### src/rtl/uart_pkg.sv
// Shared definitions for the UART transmit path: FSM states, data-length
// encoding and frame-length helpers.
// The break states are only reachable when UART_TX_BREAK_EN is defined.
package uart_pkg;

    typedef enum logic [1:0] {
        IDLE     = 2'd0,
        SEND     = 2'd1,
        BRK      = 2'd2,
        BRK_MARK = 2'd3
    } tx_state_t;

    // dbits encoding
    localparam logic [1:0] DBITS_5 = 2'd0;
    localparam logic [1:0] DBITS_6 = 2'd1;
    localparam logic [1:0] DBITS_7 = 2'd2;
    localparam logic [1:0] DBITS_8 = 2'd3;

    localparam int unsigned FRAME_MAX = 12;

    // start + (5+dbits) data + parity + stop(s)
    function automatic logic [3:0] frame_len(input logic [1:0] dbits,
                                             input logic       pen,
                                             input logic       stop2);
        return 4'd7 + {2'b00, dbits} + {3'b000, pen} + {3'b000, stop2};
    endfunction

    // Ones in the positions of the bits actually transmitted
    function automatic logic [7:0] data_mask(input logic [1:0] dbits);
        return 8'hFF >> (DBITS_8 - dbits);
    endfunction

endpackage

### src/rtl/uart_tx_fifo.sv
// Synchronous FIFO with registered occupancy count, full/empty flags,
// drop-on-full writes and a sticky overrun flag. DEPTH must be a power of two.
module uart_tx_fifo #(
    parameter int unsigned DEPTH = 8,
    parameter int unsigned W     = 8
) (
    input  logic                     clk,
    input  logic                     reset,
    input  logic                     wr_en,
    input  logic [W-1:0]             wr_data,
    input  logic                     rd_en,
    output logic [W-1:0]             rd_data,
    output logic [$clog2(DEPTH):0]   cnt,
    output logic                     full,
    output logic                     empty,
    output logic                     ovr,
    input  logic                     ovr_clr
);

    localparam int unsigned AW = $clog2(DEPTH);

    logic [W-1:0]  mem [DEPTH];
    logic [AW-1:0] wr_ptr;
    logic [AW-1:0] rd_ptr;
    logic [AW:0]   cnt_q;
    logic          ovr_q;
    logic          push;
    logic          pop;

    // Count is a power of two when full, so its MSB alone flags fullness
    assign full    = cnt_q[AW];
    assign empty   = (cnt_q == '0);
    assign push    = wr_en && !full;
    assign pop     = rd_en && !empty;
    assign rd_data = mem[rd_ptr];
    assign cnt     = cnt_q;
    assign ovr     = ovr_q;

    // Storage array, written only on an accepted push
    always_ff @(posedge clk) begin
        if (push)
            mem[wr_ptr] <= wr_data;
    end

    // Pointers, occupancy and overrun flag (set wins over clear)
    always_ff @(posedge clk) begin
        if (reset) begin
            wr_ptr <= '0;
            rd_ptr <= '0;
            cnt_q  <= '0;
            ovr_q  <= 1'b0;
        end else begin
            if (push)
                wr_ptr <= wr_ptr + 1'b1;
            if (pop)
                rd_ptr <= rd_ptr + 1'b1;
            case ({push, pop})
                2'b10:   cnt_q <= cnt_q + 1'b1;
                2'b01:   cnt_q <= cnt_q - 1'b1;
                default: cnt_q <= cnt_q;
            endcase
            if (wr_en && full)
                ovr_q <= 1'b1;
            else if (ovr_clr)
                ovr_q <= 1'b0;
        end
    end

endmodule

### src/rtl/uart_tx_fifo_engine.sv
// Buffered UART transmitter: FIFO plus bit-serial frame engine
// (5-8 data bits, optional parity, 1 or 2 stop bits).
// Optional break generation is compiled in with UART_TX_BREAK_EN.
module uart_tx_fifo_engine
    import uart_pkg::*;
#(
    parameter int unsigned FIFO_DEPTH = 8,
    parameter int unsigned BAUD_W     = 20
) (
    input  logic                          clk,
    input  logic                          reset,
    input  logic                          ld,
    input  logic [7:0]                    out_port,
    input  logic [BAUD_W-1:0]             baud_rate,
    input  logic [1:0]                    dbits,
    input  logic                          pen,
    input  logic                          ohel,
    input  logic                          stop2,
    input  logic                          brk,
    output logic                          tx,
    output logic                          txrdy,
    output logic                          busy,
    output logic [$clog2(FIFO_DEPTH):0]   fifo_cnt,
    output logic                          ovr,
    input  logic                          ovr_clr
);

    tx_state_t         state_q, state_d;
    logic [BAUD_W-1:0] baud_q, baud_d;
    logic [3:0]        bit_q, bit_d;
    logic [3:0]        len_q, len_d;
    logic [11:0]       sh_q, sh_d;
    logic              pop;
    logic              fifo_full, fifo_empty;
    logic [7:0]        fifo_data;
    logic [11:0]       new_frame;
    logic [3:0]        new_len;
    logic              term, last;
    logic              brk_req;

`ifdef UART_TX_BREAK_EN
    assign brk_req = brk;
`else
    logic unused_brk;
    assign unused_brk = brk;
    assign brk_req    = 1'b0;
`endif

    uart_tx_fifo #(
        .DEPTH (FIFO_DEPTH),
        .W     (8)
    ) u_fifo (
        .clk     (clk),
        .reset   (reset),
        .wr_en   (ld),
        .wr_data (out_port),
        .rd_en   (pop),
        .rd_data (fifo_data),
        .cnt     (fifo_cnt),
        .full    (fifo_full),
        .empty   (fifo_empty),
        .ovr     (ovr),
        .ovr_clr (ovr_clr)
    );

    assign txrdy = !fifo_full;
    assign busy  = (state_q != IDLE) || !fifo_empty;
    assign term  = (baud_q == baud_rate);
    assign last  = (bit_q == len_q - 4'd1);

    // Assemble the LSB-first frame for the FIFO head using the current format
    always_comb begin
        logic [7:0] mask;
        logic [7:0] d;
        logic [3:0] n;
        logic       par;
        mask      = data_mask(dbits);
        d         = fifo_data & mask;
        n         = 4'd5 + {2'b00, dbits};
        par       = ohel ? ~(^d) : ^d;
        // unused data positions are filled with ones so stop bits fall out naturally
        new_frame = {3'b111, d | ~mask, 1'b0};
        if (pen)
            new_frame[n + 4'd1] = par;
        new_len   = frame_len(dbits, pen, stop2);
    end

    // Next-state and datapath control
    always_comb begin
        state_d = state_q;
        baud_d  = baud_q;
        bit_d   = bit_q;
        len_d   = len_q;
        sh_d    = sh_q;
        pop     = 1'b0;
        case (state_q)
            IDLE: begin
                baud_d = '0;
                bit_d  = '0;
                if (brk_req) begin
                    state_d = BRK;
                end else if (!fifo_empty) begin
                    pop     = 1'b1;
                    sh_d    = new_frame;
                    len_d   = new_len;
                    state_d = SEND;
                end
            end
            SEND: begin
                if (term) begin
                    baud_d = '0;
                    if (last) begin
                        bit_d = '0;
                        if (brk_req) begin
                            state_d = BRK;
                        end else if (!fifo_empty) begin
                            pop   = 1'b1;
                            sh_d  = new_frame;
                            len_d = new_len;
                        end else begin
                            state_d = IDLE;
                        end
                    end else begin
                        sh_d  = {1'b1, sh_q[11:1]};
                        bit_d = bit_q + 4'd1;
                    end
                end else begin
                    baud_d = baud_q + 1'b1;
                end
            end
`ifdef UART_TX_BREAK_EN
            BRK: begin
                baud_d = '0;
                if (!brk)
                    state_d = BRK_MARK;
            end
            BRK_MARK: begin
                if (term) begin
                    baud_d  = '0;
                    state_d = IDLE;
                end else begin
                    baud_d = baud_q + 1'b1;
                end
            end
`endif
            default: state_d = IDLE;
        endcase
    end

    // Serial pin: frame bits while sending, space during break, mark otherwise
    always_comb begin
        tx = 1'b1;
        case (state_q)
            SEND:    tx = sh_q[0];
`ifdef UART_TX_BREAK_EN
            BRK:     tx = 1'b0;
`endif
            default: tx = 1'b1;
        endcase
    end

    // State and datapath registers
    always_ff @(posedge clk) begin
        if (reset) begin
            state_q <= IDLE;
            baud_q  <= '0;
            bit_q   <= '0;
            len_q   <= '0;
            sh_q    <= '1;
        end else begin
            state_q <= state_d;
            baud_q  <= baud_d;
            bit_q   <= bit_d;
            len_q   <= len_d;
            sh_q    <= sh_d;
        end
    end

endmodule

### config.mk
export PLATFORM = sky130hd
export DESIGN_NAME = uart_tx_fifo_engine
export DESIGN_NICKNAME = d
export VERILOG_FILES = /design/src/rtl/uart_pkg.sv /design/src/rtl/uart_tx_fifo.sv /design/src/rtl/uart_tx_fifo_engine.sv
export SDC_FILE = /design/constraint.sdc
export NUM_CORES = 1
export LEC_CHECK = 0
export CELL_PAD_IN_SITES_DETAIL_PLACEMENT = 1
export CELL_PAD_IN_SITES_GLOBAL_PLACEMENT = 2
export CORE_ASPECT_RATIO = 0.7
export CORE_MARGIN = 2
export CORE_UTILIZATION = 28
export DETAILED_ROUTE_END_ITERATION = 10
export PLACE_DENSITY = 0.63
export SLEW_MARGIN = 15
export SYNTH_ARGS = -nofsm -noshare
export SYNTH_HDL_FRONTEND = slang
export SYNTH_SLANG_ARGS = --single-unit
### constraint.sdc
create_clock -name clk -period 4.05 [get_ports clk]
set_input_delay 0.81 -clock clk [delete_from_list [all_inputs] [get_ports clk]]
set_output_delay 0.81 -clock clk [all_outputs]
set_load 0.1 [all_outputs]
==> run_summary.xml, run 1 <==
<?xml version="1.0" encoding="UTF-8"?>
<metrics>
  <group name="power">
    <metric name="max-vdd-ir-drop" unit="V">0.000253</metric>
    <metric name="total_power" unit="mW">4.53</metric>
    <metric name="p_leak" unit="nW">2.42</metric>
    <metric name="cellPowerDensity" unit="mW/mm2">661</metric>
  </group>
  <group name="drt">
    <metric name="drt_wl_total" unit="um">13200</metric>
    <metric name="drt_first_pass_iters" unit="">4</metric>
    <metric name="drt-wirelength-per-cell" unit="um">16.7</metric>
    <metric name="post-route-drc-count" unit="">0</metric>
    <metric name="num_vias" unit="">3578</metric>
    <metric name="drt.antenna.violating_nets" unit="">0</metric>
    <metric name="via_per_inst" unit="">4.53</metric>
    <metric name="first_iteration_detailed_routing_drc_count" unit="">240</metric>
  </group>
  <group name="logic_synthesis">
    <metric name="syn_avg_cell_area" unit="um2">12.2</metric>
    <metric name="net_count_of_the_mapped_netlist" unit="">498</metric>
    <metric name="synth_top_area_cell" unit="">edfxtp_1</metric>
    <metric name="mappedNetlistArea" unit="mm2">0.00546</metric>
    <metric name="yosysWarnings" unit="">0</metric>
    <metric name="synthTopCellsByArea" unit="">edfxtp_1 (35%), dfxtp_1 (20%), mux4_1 (6.3%), xor2_1 (4.7%), xnor2_1 (4.5%)</metric>
    <metric name="postSynth.topFlopCell" unit="">edfxtp_1</metric>
    <metric name="ys_async_sr_fraction" unit="">0</metric>
    <metric name="yosys_register_bits" unit="">119</metric>
    <metric name="synth_enable_flop_cells" unit="">64</metric>
    <metric name="postSynthCellCount" unit="">447</metric>
    <metric name="yosysUniqueCellTypes" unit="">51</metric>
    <metric name="synth_sequential_area_ratio" unit="">0.554</metric>
    <metric name="synth_top_cell_area_share" unit="">0.352</metric>
  </group>
  <group name="run">
    <metric name="drv.max_cap_violation_count" unit="">0</metric>
  </group>
  <group name="worst_hold_path">
    <metric name="timing.hold.worst.start" unit="">sh_q[11]</metric>
    <metric name="worst_hold_path.num_cells" unit="">2</metric>
    <metric name="min_path_type" unit="">flop to flop</metric>
    <metric name="endpoint_with_the_worst_hold_slack" unit="">sh_q[11]</metric>
  </group>
  <group name="clocking">
    <metric name="cts-root-buf" unit="">clkbuf_16</metric>
    <metric name="ctsLongestPathBuffers" unit="">2</metric>
    <metric name="cts.reportedPaths.clkPinSlew" unit="ps">60</metric>
    <metric name="cts-buffers-inserted" unit="">17</metric>
    <metric name="worst_skew_pair.late_latency" unit="ps">410</metric>
    <metric name="clock_tree_sinks" unit="">119</metric>
    <metric name="htree_levels" unit="">4</metric>
    <metric name="holdBufCountCts" unit="">0</metric>
    <metric name="cts_tree" unit="">yes</metric>
    <metric name="post-cts-setup-buffers" unit="">0</metric>
    <metric name="post_cts_resize_count" unit="">0</metric>
  </group>
  <group name="setup_path">
    <metric name="crit_path_kind" unit="">input pin to flop</metric>
    <metric name="timing.critical_path.slowest_cell_delay" unit="ps">500</metric>
    <metric name="crit_path_cell_trace" unit="">clkdlybuf4s50_1, xor2_1, nor4_1, buf_4, nand2_1, o41a_1, nor2_2, ha_1, xor2_1, ha_1, a21oi_1, xor2_1, or3_1, a21oi_1</metric>
    <metric name="crit_arrival" unit="ps">3830</metric>
    <metric name="crit_path_top_delay_cell" unit="">o41a_1</metric>
    <metric name="cell_depth_of_the_worst_flop_to_flop_path" unit="">7</metric>
    <metric name="timing.critical_path.fanout_max" unit="">2</metric>
    <metric name="critical_path.most_common_cell" unit="">xor2_1</metric>
    <metric name="data_required_critical_path" unit="ps">4390</metric>
    <metric name="cp_top_family" unit="">simple AND/OR/NAND/NOR gates</metric>
    <metric name="critical_path.endpoint_type" unit="">flop</metric>
    <metric name="rr_endpoint" unit="">sh_q[6]</metric>
    <metric name="reg2reg_slack" unit="ps">910</metric>
    <metric name="critical_path_buf_inv_count" unit="">2</metric>
    <metric name="cp-start-kind" unit="">input pin</metric>
  </group>
  <group name="global_route">
    <metric name="grtUsageTotal" unit="">0.138</metric>
    <metric name="grt_pass1_wl" unit="um">21000</metric>
    <metric name="first_global_vias" unit="">3692</metric>
    <metric name="antenna_found_initial" unit="">0</metric>
    <metric name="grt-ovfl-total" unit="">0</metric>
    <metric name="grt_max_degree" unit="">33</metric>
  </group>
  <group name="timing">
    <metric name="setup_repair_after_global_routing_missed_its_margin" unit="">false</metric>
    <metric name="fin_crit" unit="ps">3480</metric>
    <metric name="final_worst_path_cycle_share" unit="">0.860</metric>
    <metric name="fin_skew" unit="ps">7.65</metric>
    <metric name="report.final.hold_viol_count" unit="">0</metric>
    <metric name="report.final.slew_viol_count" unit="">0</metric>
    <metric name="tightest_slew" unit="ps">975</metric>
    <metric name="fin_setup_tns" unit="ps">0</metric>
    <metric name="timing.final.setup_violations" unit="">0</metric>
    <metric name="worst_slew_margin_rel" unit="">0.348</metric>
    <metric name="clock.fmax" unit="MHz">287</metric>
  </group>
  <group name="die">
    <metric name="start_util" unit="">0.287</metric>
    <metric name="die_area" unit="mm2">0.0206</metric>
    <metric name="number_of_rows_in_the_core_area" unit="">42</metric>
    <metric name="floorplan.die.width" unit="um">171</metric>
    <metric name="floorplan.die.height" unit="um">121</metric>
    <metric name="ports" unit="">46</metric>
    <metric name="fp.coreArea" unit="mm2">0.0190</metric>
  </group>
  <group name="placement">
    <metric name="gp_congestion" unit="">0.738</metric>
    <metric name="port_buffers" unit="">44</metric>
    <metric name="dpl-instance-area" unit="mm2">0.00629</metric>
    <metric name="dp_hpwl" unit="um">9210</metric>
    <metric name="dp_cells" unit="">757</metric>
  </group>
  <group name="layout">
    <metric name="final_area" unit="mm2">0.00685</metric>
    <metric name="finalNetCount" unit="">563</metric>
    <metric name="utilization_after_layout" unit="">0.360</metric>
    <metric name="non_filler_cells_in_the_finished_layout" unit="">789</metric>
    <metric name="final_layout_size_suffix_gt1_frac" unit="">0.130</metric>
    <metric name="final.fill_count" unit="">2053</metric>
    <metric name="area_growth_syn_to_layout" unit="%">25.5</metric>
    <metric name="insertedDiodeCount" unit="">0</metric>
  </group>
  <group name="run_status">
    <metric name="outcome" unit="">finished clean</metric>
  </group>
</metrics>
## worst max-delay path by stage
stage	from	endpoint	slack (ps)	cells past startpoint
after global placement	baud_rate[17]	u_fifo.cnt[2]	210	14
after global routing	baud_rate[15]	u_fifo.cnt[2]	390	13
after CTS	baud_rate[8]	u_fifo.cnt[2]	560	14
after floorplan	baud_rate[17]	u_fifo.cnt[2]	470	13
final	baud_rate[8]	u_fifo.cnt[2]	570	14
after detailed placement	baud_rate[8]	u_fifo.cnt[2]	120	14
## power by group
group | internal, mW | switching, mW | leakage, nW
registers | 1.42 | 0.120 | 1.03
clock network | 0.850 | 0.573 | 0.265
logic | 0.639 | 0.929 | 1.12
## layout by cell type, fill, tap and decap left out, drive strengths merged, types with 2 or more instances in the layout
cell	count
o21ai	12
nand2	28
o41ai	2
clkinv	5
xor2	29
nor2b	4
a211oi	3
nor3b	2
mux2	6
xnor2	29
nor2	62
nand3	7
nand2b	6
ha	12
clkinvlp	3
nor3	9
dfxtp	55
clkbuf	19
buf	22
nor4	4
or3	2
mux4	16
edfxtp	64
mux2i	11
inv	23
o31ai	2
and3	3
nand4	6
a21oi	15
a221o	6
clkdlybuf4s50	43
## state kept, by name, summed over array words and instances (netlist names), named ones only
register / flops
u_fifo.wr_ptr: 3
bit_q: 4
u_fifo.cnt: 4
u_fifo.mem: 64
sh_q: 12
len_q: 4
state_q: 1
u_fifo.rd_ptr: 3
u_fifo.ovr: 1
baud_q: 20
## cells in the mapped netlist (all sizes together) (2+ instances only)
| cell | n |
|---|---|
| clkbuf | 10 |
| mux2 | 6 |
| nor4 | 4 |
| o41ai | 2 |
| nor2 | 62 |
| o31ai | 2 |
| and3 | 3 |
| a211oi | 3 |
| inv | 19 |
| or3 | 2 |
| mux2i | 11 |
| edfxtp | 64 |
| nor3b | 2 |
| ha | 12 |
| a21oi | 15 |
| nor3 | 9 |
| o21ai | 12 |
| xor2 | 29 |
| xnor2 | 29 |
| nand2b | 6 |
| buf | 9 |
| dfxtp | 55 |
| nand3 | 7 |
| nand2 | 28 |
| nand4 | 6 |
| mux4 | 16 |
| a221o | 6 |
| nor2b | 4 |
## logic make-up after synthesis
group / count (synthesis) / synth area share
flip-flops: 119 / 0.554
multiplexers: 33 / 0.110
buffers and inverters: 38 / 0.0321
XOR/XNOR: 59 / 0.0986
adder cells (fa/ha/maj): 13 / 0.0312
AND/OR/NAND/NOR: 135 / 0.112
AO/OA/AOI/OAI: 50 / 0.0621
## routing by layer
metal	global-route usage	vias up	wire length [um]
met3	0.0406	10	450
met4	0.0334	0	124
met1	0.210	1791	7240
met2	0.190	38	5370
li1	-	1739	-
met5	0	-	0
## tightest hold or removal path, stage by stage, from the launching register on
cell and delay, ps:
dfxtp_1 340, nor2_1 50, nand2_1 50
## cell type report
| cell class | count | area [um2] | share of cell area |
|---|---|---|---|
| Sequential cell | 119 | 3020 | 0.441 |
| Multi-Input combinational cell | 290 | 2270 | 0.332 |
| Timing Repair Buffer | 65 | 596 | 0.0869 |
| Clock buffer | 19 | 433 | 0.0632 |
| Tap cell | 264 | 330 | 0.0482 |
| Clock inverter | 13 | 124 | 0.0181 |
| Inverter | 19 | 71.3 | 0.0104 |
## stage by stage
| step | hold slack [ps] | worst slack (ps) |
|---|---|---|
| 6_report | 476 | 566 |
| 2_1_floorplan | 422 | 466 |
| 4_1_cts | 468 | 560 |
| 3_5_place_dp | 447 | 121 |
| 3_3_place_gp | 433 | 205 |
| 5_1_grt | 512 | 394 |
(Power assumes the default switching activity.)
==> run 2, diff against run 1 <==
--- a/config.mk
+++ b/config.mk
@@ -8,7 +8,7 @@
 export CELL_PAD_IN_SITES_DETAIL_PLACEMENT = 1
 export CELL_PAD_IN_SITES_GLOBAL_PLACEMENT = 2
 export CORE_ASPECT_RATIO = 0.7
-export CORE_MARGIN = 2
+export CORE_MARGIN = 4
 export CORE_UTILIZATION = 28
 export DETAILED_ROUTE_END_ITERATION = 10
 export PLACE_DENSITY = 0.63
==> run_summary.xml, run 2 (same netlist as run 1, synthesis figures left out) <==
<?xml version="1.0" encoding="UTF-8"?>
<metrics>
  <group name="clocking">
    <metric name="worst_skew_pair.late_latency" unit="ps">420</metric>
    <metric name="holdBufCountCts" unit="">0</metric>
    <metric name="post_cts_resize_count" unit="">0</metric>
    <metric name="ctsLongestPathBuffers" unit="">2</metric>
    <metric name="htree_levels" unit="">4</metric>
    <metric name="cts-buffers-inserted" unit="">17</metric>
    <metric name="clock_tree_sinks" unit="">119</metric>
    <metric name="cts-root-buf" unit="">clkbuf_16</metric>
    <metric name="cts.reportedPaths.clkPinSlew" unit="ps">60</metric>
    <metric name="post-cts-setup-buffers" unit="">0</metric>
    <metric name="cts_tree" unit="">yes</metric>
  </group>
  <group name="die">
    <metric name="number_of_rows_in_the_core_area" unit="">42</metric>
    <metric name="fp.coreArea" unit="mm2">0.0190</metric>
    <metric name="floorplan.die.height" unit="um">125</metric>
    <metric name="floorplan.die.width" unit="um">175</metric>
    <metric name="start_util" unit="">0.287</metric>
    <metric name="die_area" unit="mm2">0.0218</metric>
    <metric name="ports" unit="">46</metric>
  </group>
  <group name="layout">
    <metric name="final_cell_mix" unit="">edfxtp_1 (64), nor2_1 (61), dfxtp_1 (55)</metric>
    <metric name="insertedDiodeCount" unit="">0</metric>
    <metric name="finalNetCount" unit="">560</metric>
    <metric name="top_reg_by_flops" unit="">u_fifo.mem</metric>
    <metric name="largest_register_ff_count" unit="">64</metric>
    <metric name="area_growth_syn_to_layout" unit="%">25.5</metric>
    <metric name="layout_commonest_cell" unit="">edfxtp_1</metric>
    <metric name="largest_registers" unit="">u_fifo.mem: 64 flops, baud_q: 20 flops, sh_q: 12 flops</metric>
    <metric name="final_layout_size_suffix_gt1_frac" unit="">0.126</metric>
    <metric name="final_area" unit="mm2">0.00685</metric>
  </group>
  <group name="run_status">
    <metric name="outcome" unit="">finished clean</metric>
  </group>
  <group name="power">
    <metric name="combinationalPowerShare" unit="">0.343</metric>
    <metric name="switching_power" unit="mW">1.66</metric>
    <metric name="max-vdd-ir-drop" unit="V">0.000270</metric>
    <metric name="cellPowerDensity" unit="mW/mm2">669</metric>
    <metric name="clock_power_share" unit="">0.324</metric>
    <metric name="total_power" unit="mW">4.58</metric>
    <metric name="netSwitchingFraction" unit="">0.362</metric>
    <metric name="pwr-share-seq" unit="">0.332</metric>
    <metric name="p_int" unit="mW">2.92</metric>
    <metric name="p_leak" unit="nW">2.42</metric>
  </group>
  <group name="timing">
    <metric name="report.final.hold_viol_count" unit="">0</metric>
    <metric name="setup_ws" unit="ps">516</metric>
    <metric name="fin_setup_tns" unit="ps">0</metric>
    <metric name="setup_repair_after_global_routing_missed_its_margin" unit="">false</metric>
    <metric name="worst_slew_margin_rel" unit="">0.348</metric>
    <metric name="fin_skew" unit="ps">13.5</metric>
    <metric name="report.final.slew_viol_count" unit="">0</metric>
    <metric name="final_worst_path_cycle_share" unit="">0.873</metric>
    <metric name="clock.fmax" unit="MHz">283</metric>
    <metric name="fin_crit" unit="ps">3530</metric>
    <metric name="worst_hold_slack" unit="ps">458</metric>
    <metric name="timing.final.setup_violations" unit="">0</metric>
    <metric name="tightest_slew" unit="ps">975</metric>
  </group>
  <group name="run">
    <metric name="drv.max_cap_violation_count" unit="">0</metric>
  </group>
  <group name="global_route">
    <metric name="grt-ovfl-total" unit="">0</metric>
    <metric name="grtUsageTotal" unit="">0.124</metric>
    <metric name="antenna_found_initial" unit="">0</metric>
    <metric name="grt_pass1_wl" unit="um">20800</metric>
    <metric name="first_global_vias" unit="">3774</metric>
    <metric name="grt_max_degree" unit="">23</metric>
  </group>
  <group name="setup_path">
    <metric name="timing.critical_path.fanout_max" unit="">2</metric>
    <metric name="crit_arrival" unit="ps">3870</metric>
    <metric name="data_required_critical_path" unit="ps">4390</metric>
    <metric name="critical_path.endpoint_type" unit="">flop</metric>
    <metric name="crit_path_kind" unit="">input pin to flop</metric>
    <metric name="cp-start-kind" unit="">input pin</metric>
  </group>
  <group name="worst_hold_path">
    <metric name="min_path_type" unit="">flop to flop</metric>
  </group>
  <group name="drt">
    <metric name="num_vias" unit="">3585</metric>
    <metric name="drt_first_pass_iters" unit="">4</metric>
    <metric name="first_iteration_detailed_routing_drc_count" unit="">195</metric>
    <metric name="drt-wirelength-per-cell" unit="um">16.4</metric>
    <metric name="via_per_inst" unit="">4.56</metric>
    <metric name="post-route-drc-count" unit="">0</metric>
    <metric name="drt.antenna.violating_nets" unit="">0</metric>
    <metric name="drt_wl_total" unit="um">12900</metric>
  </group>
  <group name="placement">
    <metric name="port_buffers" unit="">44</metric>
    <metric name="dpl-instance-area" unit="mm2">0.00627</metric>
    <metric name="pre_cts_ws" unit="ps">81.6</metric>
    <metric name="gp_congestion" unit="">0.733</metric>
    <metric name="dp_hpwl" unit="um">9190</metric>
  </group>
</metrics>
run 2: cell types whose count changed in the layout (fill, tap and decap cells not counted), sizes merged:
cell / before / now
inv: 23 / 30
clkinv: 5 / 2
clkbuf: 19 / 17
clkinvlp: 3 / 1
buf: 22 / 19
run 2: layout make-up:
type / count / area [um2]
multi-input combinational: 290 / 2270
inverter: 19 / 71.3
clock buffer: 17 / 425
clock inverter: 15 / 154
fill: 2076 / 12200
timing repair buffer: 62 / 573
tap: 264 / 330
sequential: 119 / 3020
run 2: critical path, cell delays in order:
cell and delay [ps]:
clkdlybuf4s50_1 430, xor2_1 180, nor4_1 410, nand2_1 160
o41a_1 520, nor2_2 160, ha_1 200, xor2_1 170
ha_1 160, a21oi_1 50, xor2_1 170, or3_1 310
a21oi_1 140
run 2: path summary, 6_finish.rpt:
| kind | start | end | slack [ps] | cells after the start |
|---|---|---|---|---|
| max | baud_rate[3] | u_fifo.cnt[2] | 520 | 13 |
| min reg2reg | sh_q[11] | sh_q[11] | 460 | 2 |
| min | sh_q[11] | sh_q[11] | 460 | 2 |
| max reg2reg | baud_q[2] | u_fifo.cnt[2] | 970 | 12 |
run 2: through the flow:
step | utilization | cells
2_1_floorplan | - | 447
3_3_place_gp | 0.330 | 754
3_5_place_dp | 0.330 | 754
4_1_cts | 0.360 | 786
5_1_grt | 0.360 | 786
6_report | 0.360 | 786
run 2: power by group through the flow:
stage / clock network [mW] / registers, mW / logic, mW
floorplan: 0 / 1.60 / 1.10
CTS: 1.52 / 1.53 / 1.60
finish: 1.49 / 1.52 / 1.57
global route: 1.59 / 1.54 / 1.74
detailed placement: 0 / 1.55 / 1.59
global placement: 0 / 1.54 / 1.55
run 2: routing by layer:
metal	global-route usage	wire, um	up-vias
li1	-	-	1740
met1	0.178	6620	1775
met2	0.181	5630	59
met3	0.0313	510	11
met4	0.0416	133	0
met5	0	0	-
